===== config.mk =====
export PLATFORM = sky130hd
export DESIGN_NAME = cnn_tile_scheduler
export DESIGN_NICKNAME = d
export VERILOG_FILES = /design/src/rtl/cnn_pkg.sv /design/src/rtl/cnn_loop_counter.sv /design/src/rtl/cnn_tile_scheduler.sv
export SDC_FILE = /design/constraint.sdc
export NUM_CORES = 1
export LEC_CHECK = 0
export CAP_MARGIN = 0
export CELL_PAD_IN_SITES_DETAIL_PLACEMENT = 1
export CELL_PAD_IN_SITES_GLOBAL_PLACEMENT = 1
export CORE_MARGIN = 2
export CORE_UTILIZATION = 30
export CTS_CLUSTER_SIZE = 12
export DETAILED_ROUTE_END_ITERATION = 10
export PLACE_DENSITY_LB_ADDON = 0.05
export SYNTH_ARGS = -nofsm -noshare
export SYNTH_HDL_FRONTEND = slang
export SYNTH_SLANG_ARGS = --single-unit
export TNS_END_PERCENT = 5

===== constraint.sdc =====
create_clock -name clk_i -period 2 [get_ports clk_i]
set_input_delay 0.4 -clock clk_i [delete_from_list [all_inputs] [get_ports clk_i]]
set_output_delay 0.4 -clock clk_i [all_outputs]
set_load 0.03 [all_outputs]

===== src/rtl/cnn_pkg.sv =====
// rtl/cnn_pkg.sv - shared types and constant helpers for the cnn tile scheduler
//
// Contents:
//   state_t   : scheduler FSM states (IDLE, RUN, DRAIN, DONE)
//   ceil_div  : integer ceiling division for tile-count derivation
//   idx_width : index width for a value range, never narrower than one bit
package cnn_pkg;

    typedef enum logic [1:0] {
        ST_IDLE  = 2'd0,
        ST_RUN   = 2'd1,
        ST_DRAIN = 2'd2,
        ST_DONE  = 2'd3
    } state_t;

    function automatic int ceil_div(input int a, input int b);
        return (a + b - 1) / b;
    endfunction

    function automatic int idx_width(input int range);
        return (range <= 2) ? 1 : $clog2(range);
    endfunction

endpackage


===== src/rtl/cnn_loop_counter.sv =====
// rtl/cnn_loop_counter.sv - wrap-around loop counter used as one level of the loop nest
//
// Ports:
//   clk_i     : clock
//   reset_n_i : asynchronous active-low clear
//   inc_i     : advance by one this cycle
//   wrap_o    : inc_i while at MAX_p-1 (carry into the next-outer counter)
//   value_o   : current count, 0..MAX_p-1
module cnn_loop_counter #(
    parameter int MAX_p = 1,
    parameter int W_p   = 1
) (
    input  logic           clk_i,
    input  logic           reset_n_i,
    input  logic           inc_i,
    output logic           wrap_o,
    output logic [W_p-1:0] value_o
);

    logic [W_p-1:0] r_value;
    logic           w_at_max;

    assign w_at_max = (32'(r_value) == 32'(MAX_p - 1));
    // Combinational carry so a whole chain of counters rolls over in one cycle
    assign wrap_o   = inc_i && w_at_max;
    assign value_o  = r_value;

    always_ff @(posedge clk_i or negedge reset_n_i) begin
        if (!reset_n_i) begin
            r_value <= '0;
        end else if (inc_i) begin
            r_value <= w_at_max ? '0 : r_value + W_p'(1);
        end
    end

endmodule


===== src/rtl/cnn_tile_scheduler.sv =====
// rtl/cnn_tile_scheduler.sv - loop-nest step scheduler for the tiled convolution MAC array
//
// Ports:
//   clk_i, reset_n_i        : clock, asynchronous active-low reset
//   start_i                 : single-cycle launch request (honoured only when idle)
//   busy_o, done_o          : busy from accepted start through done; done is a one-cycle pulse
//   step_valid_o/ready_i    : step handshake towards the datapath
//   m_base_o, m_cnt_o       : output-map tile base and active map count
//   n_base_o, n_cnt_o       : input-map tile base and active map count
//   row_o, col_o            : output pixel
//   in_row_o, in_col_o      : input pixel (row*S+ki, col*S+kj)
//   ki_o, kj_o              : kernel position
//   first_o, last_o         : accumulator overwrite / accumulator final tags
module cnn_tile_scheduler
    import cnn_pkg::*;
#(
    parameter int N_p    = 1,
    parameter int M_p    = 1,
    parameter int K_p    = 1,
    parameter int R_p    = 4,
    parameter int C_p    = 4,
    parameter int S_p    = 1,
    parameter int Tn_p   = 1,
    parameter int Tm_p   = 1,
    parameter int PIPE_p = 2
) (
    input  logic                                      clk_i,
    input  logic                                      reset_n_i,
    input  logic                                      start_i,
    output logic                                      busy_o,
    output logic                                      done_o,
    output logic                                      step_valid_o,
    input  logic                                      step_ready_i,
    output logic [idx_width(M_p)-1:0]                 m_base_o,
    output logic [idx_width(Tm_p+1)-1:0]              m_cnt_o,
    output logic [idx_width(N_p)-1:0]                 n_base_o,
    output logic [idx_width(Tn_p+1)-1:0]              n_cnt_o,
    output logic [idx_width(R_p)-1:0]                 row_o,
    output logic [idx_width(C_p)-1:0]                 col_o,
    output logic [idx_width((R_p-1)*S_p+K_p)-1:0]     in_row_o,
    output logic [idx_width((C_p-1)*S_p+K_p)-1:0]     in_col_o,
    output logic [idx_width(K_p)-1:0]                 ki_o,
    output logic [idx_width(K_p)-1:0]                 kj_o,
    output logic                                      first_o,
    output logic                                      last_o
);

    localparam int NT    = ceil_div(N_p, Tn_p);
    localparam int MT    = ceil_div(M_p, Tm_p);
    localparam int W_TO  = idx_width(MT);
    localparam int W_TI  = idx_width(NT);
    localparam int W_ROW = idx_width(R_p);
    localparam int W_COL = idx_width(C_p);
    localparam int W_K   = idx_width(K_p);
    localparam int W_M   = idx_width(M_p);
    localparam int W_MC  = idx_width(Tm_p + 1);
    localparam int W_N   = idx_width(N_p);
    localparam int W_NC  = idx_width(Tn_p + 1);
    localparam int W_IR  = idx_width((R_p - 1) * S_p + K_p);
    localparam int W_IC  = idx_width((C_p - 1) * S_p + K_p);
    localparam int W_DR  = idx_width(PIPE_p);

    state_t          r_state;
    logic            r_busy;
    logic            r_done;
    logic            r_valid;
    logic [W_DR-1:0] r_drain;

    logic             w_accept;
    logic             w_kj_wrap, w_ki_wrap, w_ti_wrap, w_col_wrap, w_row_wrap, w_to_wrap;
    logic [W_TO-1:0]  w_to;
    logic [W_ROW-1:0] w_row;
    logic [W_COL-1:0] w_col;
    logic [W_TI-1:0]  w_ti;
    logic [W_K-1:0]   w_ki;
    logic [W_K-1:0]   w_kj;

    logic [31:0] w_m_base, w_m_rem, w_n_base, w_n_rem;

    assign w_accept = r_valid && step_ready_i;

    // Loop nest, innermost first: kj -> ki -> ti -> col -> row -> to
    cnn_loop_counter #(.MAX_p(K_p), .W_p(W_K)) u_kj (
        .clk_i(clk_i), .reset_n_i(reset_n_i), .inc_i(w_accept),
        .wrap_o(w_kj_wrap), .value_o(w_kj)
    );
    cnn_loop_counter #(.MAX_p(K_p), .W_p(W_K)) u_ki (
        .clk_i(clk_i), .reset_n_i(reset_n_i), .inc_i(w_kj_wrap),
        .wrap_o(w_ki_wrap), .value_o(w_ki)
    );
    cnn_loop_counter #(.MAX_p(NT), .W_p(W_TI)) u_ti (
        .clk_i(clk_i), .reset_n_i(reset_n_i), .inc_i(w_ki_wrap),
        .wrap_o(w_ti_wrap), .value_o(w_ti)
    );
    cnn_loop_counter #(.MAX_p(C_p), .W_p(W_COL)) u_col (
        .clk_i(clk_i), .reset_n_i(reset_n_i), .inc_i(w_ti_wrap),
        .wrap_o(w_col_wrap), .value_o(w_col)
    );
    cnn_loop_counter #(.MAX_p(R_p), .W_p(W_ROW)) u_row (
        .clk_i(clk_i), .reset_n_i(reset_n_i), .inc_i(w_col_wrap),
        .wrap_o(w_row_wrap), .value_o(w_row)
    );
    cnn_loop_counter #(.MAX_p(MT), .W_p(W_TO)) u_to (
        .clk_i(clk_i), .reset_n_i(reset_n_i), .inc_i(w_row_wrap),
        .wrap_o(w_to_wrap), .value_o(w_to)
    );

    // The outermost carry fires only on the final step; the whole nest is back at zero afterwards
    always_ff @(posedge clk_i or negedge reset_n_i) begin
        if (!reset_n_i) begin
            r_state <= ST_IDLE;
            r_busy  <= 1'b0;
            r_done  <= 1'b0;
            r_valid <= 1'b0;
            r_drain <= '0;
        end else begin
            r_done <= 1'b0;
            case (r_state)
                ST_IDLE: begin
                    if (start_i) begin
                        r_state <= ST_RUN;
                        r_busy  <= 1'b1;
                        r_valid <= 1'b1;
                    end
                end
                ST_RUN: begin
                    if (w_to_wrap) begin
                        r_valid <= 1'b0;
                        if (PIPE_p == 0) begin
                            r_state <= ST_DONE;
                            r_done  <= 1'b1;
                        end else begin
                            r_state <= ST_DRAIN;
                            r_drain <= W_DR'(PIPE_p - 1);
                        end
                    end
                end
                ST_DRAIN: begin
                    if (r_drain == '0) begin
                        r_state <= ST_DONE;
                        r_done  <= 1'b1;
                    end else begin
                        r_drain <= r_drain - W_DR'(1);
                    end
                end
                ST_DONE: begin
                    r_state <= ST_IDLE;
                    r_busy  <= 1'b0;
                end
                default: begin
                    r_state <= ST_IDLE;
                    r_busy  <= 1'b0;
                    r_valid <= 1'b0;
                end
            endcase
        end
    end

    assign busy_o       = r_busy;
    assign done_o       = r_done;
    assign step_valid_o = r_valid;

    // Tile bases and the partial-tile counts for the trailing tile
    assign w_m_base = 32'(w_to) * 32'(Tm_p);
    assign w_m_rem  = 32'(M_p) - w_m_base;
    assign w_n_base = 32'(w_ti) * 32'(Tn_p);
    assign w_n_rem  = 32'(N_p) - w_n_base;

    assign m_base_o = W_M'(w_m_base);
    assign m_cnt_o  = W_MC'((w_m_rem < 32'(Tm_p)) ? w_m_rem : 32'(Tm_p));
    assign n_base_o = W_N'(w_n_base);
    assign n_cnt_o  = W_NC'((w_n_rem < 32'(Tn_p)) ? w_n_rem : 32'(Tn_p));

    assign row_o    = w_row;
    assign col_o    = w_col;
    assign ki_o     = w_ki;
    assign kj_o     = w_kj;
    assign in_row_o = W_IR'(32'(w_row) * 32'(S_p) + 32'(w_ki));
    assign in_col_o = W_IC'(32'(w_col) * 32'(S_p) + 32'(w_kj));

    assign first_o = (w_ti == '0) && (w_ki == '0) && (w_kj == '0);
    assign last_o  = (32'(w_ti) == 32'(NT - 1)) &&
                     (32'(w_ki) == 32'(K_p - 1)) &&
                     (32'(w_kj) == 32'(K_p - 1));

endmodule


---- Word-level counts from Yosys, hierarchy flattened ----
Cells that the tools add are included.
storage, ports and cells
  register bits after elaboration ......... 14
  bits of input ports ..................... 4
  logic and storage cells ................. 74
cells by class
  add/sub/neg operators ................... 11
  magnitude comparators ................... 2
  eq/ne operators ......................... 8
  multiplexer cells ....................... 21
  bitwise logic cells ..................... 4
  reductions and logical operators ........ 17
operator list
  kind                   count
  $lt A32 B1 Y1 const B  2
  $mux W1                12
  $mux W2                5
  $logic_and A1 B1 Y1    9
  $eq A2 B2 Y1 const B   4
  $pmux W2 S4            1
  $pmux W1 S2            3
  $reduce_and A3 Y1      2
  $reduce_bool A2 Y1     3
  $add A1 B1 Y1 const B  4
  $add A2 B1 Y2          2
  $add A2 B1 Y2 const B  2
  $ne A2 B2 Y1 const B   2
  $not A1 Y1             4
  $reduce_and A2 Y1      2
  $sub A1 B1 Y2 const A  2
  $eq A2 B1 Y1 const B   1
  $logic_not A2 Y1       1
  $ne A2 B1 Y1 const B   1
  $sub A1 B1 Y1 const B  1

---- Logic depth before layout (Yosys ltp) ----
Gate-level depths: netlist of the first run.
  word-level depth ........................ 9
  mapped depth ............................ 5
  gate-level depth less buffers ........... 5

---- Hierarchy ----
From an unflattened synthesis of the first run, not the netlist that was laid out.
unflattened totals
  cells, all modules ...................... 68
  area, all modules ....................... 710.7 µm²
modules (own cells, without submodules)
  module                        instances  cells each  area each (µm²)
  cnn_tile_scheduler            1          42          432.9
  cnn_loop_counter (u_col ...)  2          7           101.3
  cnn_loop_counter (u_ki ...)   4          3           18.8

---- Worst setup path after synthesis of the first run ----
No wires, ideal clock.
  kind .................................... register -> register
  from .................................... register u_col.r_value[0] (netlist: u_col.value_o[0])
  to ...................................... register r_state[1]
  setup time .............................. 128 ps
  data arrival time ....................... 1555 ps
  required time ........................... 1872 ps
  path slack .............................. 317 ps
  stages on the path, launching flop included .. 5
  buffers on the path ..................... 0
  path through ............................ dfrtp_1 -> ha_1 -> nand4_2 -> a221oi_2 -> mux2_1
on the way
  word-level cells in the longest chain between the ends .. 6
RTL lines
  item                                line                       text
  start: declaration                  cnn_loop_counter.sv:20     logic [W_p-1:0] r_value;
  start signal: assignment            cnn_loop_counter.sv:32     r_value <= w_at_max ? '0 : r_value + W_p'(1);
  $eq A2 B2 Y1                        cnn_loop_counter.sv:23     assign w_at_max = (32'(r_value) == 32'(MAX_p - 1));
  $logic_and A1 B1 Y1 (3 in series)   cnn_loop_counter.sv:25     assign wrap_o = inc_i && w_at_max;
  $ne A2 B1 Y1 (no source line)       --
  $reduce_and A3 Y1 (no source line)  --
  end signal: assignment              cnn_tile_scheduler.sv:111  r_state <= ST_IDLE;
  end signal: assignment              cnn_tile_scheduler.sv:121  r_state <= ST_RUN;
  end signal: assignment              cnn_tile_scheduler.sv:130  r_state <= ST_DONE;
  end: declaration                    cnn_tile_scheduler.sv:63   state_t r_state;
Every way passes these cells.
A chain may end at the register's enable or synchronous reset.

---- Final worst setup path of the first run ----
  from .................................... register r_valid (netlist: step_valid_o)
  to ...................................... output step_valid_o
RTL lines
  item                      line                       text
  start: declaration        cnn_tile_scheduler.sv:66   logic r_valid;
  start signal: assignment  cnn_tile_scheduler.sv:114  r_valid <= 1'b0;
  start signal: assignment  cnn_tile_scheduler.sv:123  r_valid <= 1'b1;
  start signal: assignment  cnn_tile_scheduler.sv:128  r_valid <= 1'b0;
  end: declaration          cnn_tile_scheduler.sv:32   output logic step_valid_o,
No word-level cell between the ends.

==> impl_results.rst, run 1 <==
.. list-table::
   :header-rows: 1

   * - Metric
     - Value
   * - Largest net degree at the start of global routing
     - 11
   * - Largest family of logic cells by synthesized area
     - buffers and inverters
   * - Via-per-instance ratio
     - 4.32
   * - Worst IR drop on VDD
     - 0.000683 V
   * - Instance count of the mapped netlist
     - 60
   * - Final Cycle Share
     - 89.9%
   * - Grt ovf
     - 0
   * - Iteration count of the initial detailed-routing pass
     - 2
   * - Synth Area in XOR/XNOR
     - 0%
   * - Via count of the first global-routing pass
     - 418
   * - Seq. cell area
     - 250 um^2
   * - Number of standard cells in the final layout excluding fillers
     - 100
   * - MaxCap Viol Count
     - 0
   * - Final setup violation count
     - 0
   * - Final net count
     - 85
   * - Power Density
     - 1690 nW/um^2
   * - Top Family by Delay on Critical Path
     - buffers and inverters
   * - Share of cell area taken by muxes after synthesis
     - 8.38%
   * - Worst Reg-to-Reg Cells
     - 5
   * - Num ports
     - 23
   * - Area fraction in compound gates after synthesis
     - 11.7%
   * - Clk Latency, worst-skew pair
     - 0.26 ns
   * - Highest net fanout along the worst path
     - 6
   * - Width of the die
     - 50.3 um
   * - Yosys cell types
     - 21
   * - Clock Tree Root
     - clkbuf_4
   * - Synth-to-layout area growth
     - 23.4%
   * - Total number of H-tree levels
     - 1
   * - Count of inserted antenna diode cells
     - 0
   * - Run status
     - finished, final reports clean
   * - Share of flip-flops with an asynchronous set or reset after synthesis
     - 100%
   * - Count of unresolved DRC violations after routing
     - 0
   * - Sink Count
     - 10
   * - Total number of yosys warnings
     - 0
   * - Slew Viols, Final
     - 0
   * - Sequential share of the synthesized area
     - 39.0%
   * - Clock tree from TritonCTS
     - built
   * - Skew final
     - 0.00200 ns
   * - Utilization after layout
     - 40.0%
   * - RSZ-0062 raised after global routing
     - false
   * - Required time reported for the critical path endpoint
     - 1.60 ns
   * - Initial DRC count
     - 3
   * - Area of the mapped netlist
     - 642 um^2
   * - Count of hold buffers inserted by post-cts repair
     - 0
   * - Fillers
     - 230
   * - Count of input and output buffers
     - 14
   * - Routed WL per cell
     - 10.5 um
   * - GRT Resource Usage Total
     - 10.2%
   * - CP max stage cell
     - clkdlybuf4s50_1
   * - Final total power
     - 1.34 mW
   * - Number of buffers added for setup after CTS
     - 0
   * - Initial cell density of the core
     - 32.4%
   * - Number of nets still failing antenna checks after routing
     - 0
   * - Setup crit start kind
     - flop
   * - Proportion of layout cells with a drive suffix above 1
     - 12.3%
   * - Post-cts gate resize count
     - 0
   * - Main flop type after synthesis
     - dfrtp_1
   * - Area share of and/or/nand/nor cells after synthesis
     - 9.75%
   * - Data arrival time at the worst-slack endpoint
     - 1.40 ns
   * - Last weighted congestion value of the routability-driven placer
     - 0.690
   * - Global-route wire length before repair
     - 1.90 mm
   * - Critical path depth in cells
     - 1
   * - Maximum clock rate
     - 0.556 GHz
   * - CTS Buf Count
     - 3
   * - Number of synthesized register bits
     - 10
   * - Adder-cell share of the synthesized area
     - 13.6%
   * - Total buffers and inverters traversed by the critical path
     - 1
   * - Number of enable-type register cells in the synthesized netlist
     - 0
   * - Placed Cells incl. Taps
     - 96
   * - Count of endpoints failing hold in the final timing report
     - 0
   * - Routed vias
     - 432
   * - Vert. Die Dim
     - 50.3 um
   * - Wirelength, routed
     - 1.05 mm
   * - Standard cell core area
     - 1980 um^2
   * - CP peak stage delay
     - 0.70 ns
   * - Sum of net half-perimeters after detailed placement
     - 863 um
   * - Crit. End Element
     - output pin
   * - Multi-input combinational cell area
     - 309 um^2
   * - Total negative slack
     - 0 ns
   * - Maximum count of clock buffers along a single path
     - 2
   * - Reg clk slew, reported paths
     - 0.07 ns
   * - Hold Crit Class
     - in2async
   * - Die area
     - 2530 um^2
   * - Series of cell instances along the critical path
     - clkdlybuf4s50_1
   * - Leakage Power
     - 0.382 nW
   * - Mean instance size in the synthesized netlist
     - 10.7 um^2
   * - Kind of critical path
     - reg2out
   * - Time the final worst path needs with I/O delays and setup
     - 1.80 ns
   * - Initial antenna violation count
     - 0
   * - Standard-cell row count
     - 16
## Yosys cell counts (all sizes together) (2+ instances only)
master  number  area [um^2]
mux2i        2         20.0
nor3         2         10.0
a21oi        3         15.0
dfrtp       10          250
conb         2         7.51
inv          4         15.0
nor2b        2         12.5
a21o         3         22.5
mux2         3         33.8
ha           7         87.6
buf         12         90.1
nand3        2         10.0
## sequential cells by signal, summed over array words and instances, names as in the netlist
name / flops
r_state: 2
done_o: 1
u_col.value_o: 2
r_drain: 1
step_valid_o: 1
busy_o: 1
u_row.value_o: 2
## layout by cell type (no fill, tap or decap), types with 2 or more instances in the layout
master,Yosys,routed
clkdlybuf4s50_1,0,14
dfrtp_1,10,10
conb_1,2,8
ha_1,7,7
inv_1,4,4
a21oi_1,3,3
a21o_1,3,3
clkbuf_4,0,3
nor2b_1,2,2
nand3_1,2,2
mux2_1,2,2
nor3_1,2,2
mux2i_1,2,2
## cell families after synthesis
| logic type | Yosys count |
|---|---|
| buf+inv | 16 |
| compound gates | 10 |
| simple gates | 10 |
| flops | 10 |
| fa+ha+maj | 7 |
| mux | 5 |
| other cells | 2 |
## per-layer routing
metal / global-route usage, % / vias to the layer above / wire [um]
met3: 4.76 / 0 / 83
met1: 12.0 / 203 / 445
met2: 16.7 / 15 / 524
met5: 0 / - / 0
met4: 2.78 / 0 / 0
li1: - / 214 / -
## final timing paths
kind                                    from               end  slack, ns
worst max-delay path            step_valid_o      step_valid_o       0.20
worst min-delay path               reset_n_i            busy_o       0.45
worst max register to register    r_state[0]        r_state[1]       0.42
worst min register to register       r_drain            done_o       0.50
max in group asynchronous          reset_n_i  u_col.value_o[0]       1.23
min in group clk_i                   r_drain            done_o       0.50
## stage by stage
step	worst slack [ns]	hold slack (ns)	area (um^2)
after floorplan	0.317	0.104	664
after global placement	0.137	0.488	756
after detailed placement	0.110	0.491	756
after CTS	0.187	0.465	792
after global routing	0.140	0.484	792
final	0.202	0.453	792
## cell type report
type | instances | area share, %
Multi-Input combinational cell | 40 | 39.0
Sequential cell | 10 | 31.6
Timing Repair Buffer | 15 | 18.6
Clock buffer | 4 | 4.58
Tap cell | 27 | 4.27
Inverter | 4 | 1.90
## power breakdown
part	switching (mW)	internal [mW]	total (mW)
combinational	0.438	0.346	0.784
sequential	0.0848	0.293	0.378
clock	0.0671	0.110	0.178
(Power assumes the default switching activity.)
==> run 2, diff against run 1 <==
--- a/config.mk
+++ b/config.mk
@@ -5,6 +5,7 @@
 export SDC_FILE = /design/constraint.sdc
 export NUM_CORES = 1
 export LEC_CHECK = 0
+export ABC_AREA = 1
 export CAP_MARGIN = 0
 export CELL_PAD_IN_SITES_DETAIL_PLACEMENT = 1
 export CELL_PAD_IN_SITES_GLOBAL_PLACEMENT = 1
==> run 2 against run 1 <==
Sequential share of layout area did not move. Maximum frequency rose by 1.2%. Die area rose by 2.9%. Via count rose by 16%. Worst setup slack improved by 0.021 ns.
==> impl_results.rst, run 2 <==
.. list-table::
   :header-rows: 1

   * - Metric
     - Value
   * - Run status
     - finished, final reports clean
   * - Leakage Power
     - 0.399 nW (+4.4%)
   * - Number of synthesized register bits
     - 10 (unchanged)
   * - Met1 layer wirelength in the final routing
     - 554 um (+24%)
   * - Power Density
     - 1770 nW/um^2 (+4.4%)
   * - Total number of H-tree levels
     - 1 (unchanged)
   * - Largest area contributor in the synthesized netlist
     - dfrtp_1
   * - Standard cell core area
     - 2150 um^2 (+8.4%)
   * - Uppermost layer routed
     - met4
   * - Initial antenna violation count
     - 0 (unchanged)
   * - Routed WL per cell
     - 10.8 um (+2.5%)
   * - MaxCap Viol Count
     - 0 (unchanged)
   * - Post-cts gate resize count
     - 0 (unchanged)
   * - Instance count of the mapped netlist
     - 78 (+30%)
   * - Via-per-instance ratio
     - 4.30 (-0.48%)
   * - RSZ-0062 raised after global routing
     - false
   * - CP max stage cell
     - clkdlybuf4s50_1
   * - Last weighted congestion value of the routability-driven placer
     - 0.669 (-3.1%)
   * - Worst IR drop on VDD
     - 0.000609 V (-11%)
   * - Iteration count of the initial detailed-routing pass
     - 2 (unchanged)
   * - Commonest cells after routing, fill and taps aside
     - nand2_1, clkdlybuf4s50_1, dfrtp_1, inv_1, conb_1
   * - Seq. cell area
     - 250 um^2 (unchanged)
   * - Multi-input combinational cell area
     - 310 um^2 (+0.41%)
   * - Synth-to-layout area growth
     - 19.7%
   * - Count of unresolved DRC violations after routing
     - 0 (unchanged)
   * - Most common cell after layout, fill and taps aside
     - nand2_1
   * - Highest net fanout along the worst path
     - 5 (-1)
   * - Cell with the most instances after synthesis
     - nand2_1
   * - Measured slew at the worst slew-check pin
     - 0.501 ns
   * - Mean instance size in the synthesized netlist
     - 8.49 um^2 (-21%)
   * - Sequential share of the synthesized area
     - 37.8% (-1.2 points)
   * - GRT Resource Usage Total
     - 12.2% (+2.0 points)
   * - Routed vias
     - 503 (+16%)
   * - Global-route wire length before repair
     - 2.25 mm (+18%)
   * - Series of cell instances along the critical path
     - clkdlybuf4s50_1
   * - Fraction of post-synthesis cell area in the top cell type by area
     - 37.8% (-1.2 points)
   * - Initial DRC count
     - 3 (unchanged)
   * - Number of enable-type register cells in the synthesized netlist
     - 0 (unchanged)
   * - Sum of net half-perimeters after detailed placement
     - 996 um (+15%)
   * - Number of buffers added for setup after CTS
     - 0 (unchanged)
   * - Final setup violation count
     - 0 (unchanged)
   * - Reg clk slew, reported paths
     - 0.07 ns (about the same)
   * - Rel. slew slack
     - 66.5%
   * - Routed wl met3
     - 71 um (-14%)
   * - Main flop type after synthesis
     - dfrtp_1
   * - Time the final worst path needs with I/O delays and setup
     - 1.78 ns (-0.0211 ns)
   * - Count of hold buffers inserted by post-cts repair
     - 0 (unchanged)
   * - Kind of critical path
     - reg2out
   * - Share of flip-flops with an asynchronous set or reset after synthesis
     - 100% (unchanged)
   * - Clock Tree Root
     - clkbuf_4
   * - Count of input and output buffers
     - 14 (unchanged)
   * - Largest net degree at the start of global routing
     - 11 (unchanged)
   * - Fillers
     - 270 (+17%)
   * - Skew final
     - 0.00236 ns (+0.000355 ns)
   * - Crit. End Element
     - output pin
   * - Area of the mapped netlist
     - 662 um^2 (+3.1%)
   * - Number of nets still failing antenna checks after routing
     - 0 (unchanged)
   * - Via count of the first global-routing pass
     - 484 (+16%)
   * - CP peak stage delay
     - 0.69 ns (about the same)
   * - Hold Crit Class
     - in2async
   * - Maximum clock rate
     - 0.563 GHz (+1.2%)
   * - Final Cycle Share
     - 88.9% (-1.1 points)
   * - Sink Count
     - 10 (unchanged)
   * - Commonest cells in the netlist
     - nand2_1, buf_4, dfrtp_1
   * - Total number of yosys warnings
     - 0 (unchanged)
   * - Final total power
     - 1.40 mW (+4.4%)
   * - Count of endpoints failing hold in the final timing report
     - 0 (unchanged)
   * - Required time reported for the critical path endpoint
     - 1.60 ns (about the same)
   * - Die area
     - 2600 um^2 (+2.9%)
   * - Total negative slack
     - 0 ns (unchanged)
   * - Vert. Die Dim
     - 51.0 um (+1.4%)
   * - Count of inserted antenna diode cells
     - 0 (unchanged)
   * - CTS Buf Count
     - 3 (unchanged)
   * - Data arrival time at the worst-slack endpoint
     - 1.38 ns (-0.02 ns)
   * - Final net count
     - 102 (+20%)
   * - Total buffers and inverters traversed by the critical path
     - 1 (unchanged)
   * - Clock tree from TritonCTS
     - built
   * - Slew Viols, Final
     - 0 (unchanged)
   * - Initial cell density of the core
     - 30.8% (-1.6 points)
   * - Maximum count of clock buffers along a single path
     - 2 (unchanged)
   * - Top Family by Delay on Critical Path
     - buffers and inverters
   * - Proportion of layout cells with a drive suffix above 1
     - 10.1% (-2.2 points)
   * - Leading post-synthesis cells by cell area
     - dfrtp_1, buf_4, ha_1, nand2_1, inv_1
   * - Clk Latency, worst-skew pair
     - 0.27 ns (about the same)
   * - Num ports
     - 23 (unchanged)
   * - Yosys cell types
     - 18 (-14%)
   * - Setup crit start kind
     - flop
   * - Wirelength, routed
     - 1.26 mm (+20%)
   * - Standard-cell row count
     - 17 (+1)
   * - Grt ovf
     - 0 (unchanged)
   * - Met2 routed wirelength
     - 594 um (+13%)
   * - Width of the die
     - 51.0 um (+1.4%)
## run 2: cell count changes in the layout (fill, tap and decap cells not counted), moves of 3 or more
cell | before | now
a21o_1 | 3 | 0
o21ai_0 | 0 | 4
nand2_1 | 1 | 17
inv_1 | 4 | 9
## run 2: cells by family (layout without fill, tap and decap cells)
group	after synthesis	count (layout)	synth area share, %
adders and majority gates	7	7	13.2
DFF	10	10	37.8
and+or+nand+nor	29	29	21.0
AOI/OAI and AO/OA	9	9	8.13
buffers and inverters	21	26	18.7
other	2	8	1.13
## run 2: worst paths after layout
check / start / end / slack [ns] / depth (start not counted)
setup / recovery: u_row.value_o[0] / row_o[0] / 0.22 / 1
hold / removal: reset_n_i / done_o / 0.46 / 1
setup reg to reg: r_state[0] / r_state[0] / 0.66 / 8
hold reg to reg: r_drain / done_o / 0.49 / 1
max in group asynchronous: reset_n_i / busy_o / 1.20 / 1
min in group clk_i: r_drain / done_o / 0.49 / 1
## run 2: layer usage
layer / track usage (%) / up-vias
li1: - / 251
met1: 15.2 / 233
met2: 17.5 / 14
met3: 3.51 / 5
met4: 9.46 / 0
met5: 0 / -
## run 2: power by group
part	internal (mW)	switching, mW
clock network	0.0698	0.0761
registers	0.297	0.0867
logic	0.341	0.527
## run 2: layout make-up
| class | instances | area share, % |
|---|---|---|
| repair buffers | 14 | 17.7 |
| inverters | 9 | 4.27 |
| well taps | 28 | 4.42 |
| clock buffers | 3 | 2.84 |
| multi-input cells | 53 | 39.2 |
| flip-flops and latches | 10 | 31.6 |
## run 2: through the flow
step / std cells / hold slack (ns) / setup slack, ns / utilization, % / instance area, um^2
2_1_floorplan: 84 / 0.104 / 0.707 / - / 684
3_3_place_gp: 114 / 0.474 / 0.506 / 35.8 / 769
3_5_place_dp: 114 / 0.480 / 0.506 / 35.8 / 769
4_1_cts: 117 / 0.490 / 0.204 / 36.9 / 792
5_1_grt: 117 / 0.507 / 0.162 / 36.9 / 792
6_report: 117 / 0.461 / 0.223 / 36.9 / 792
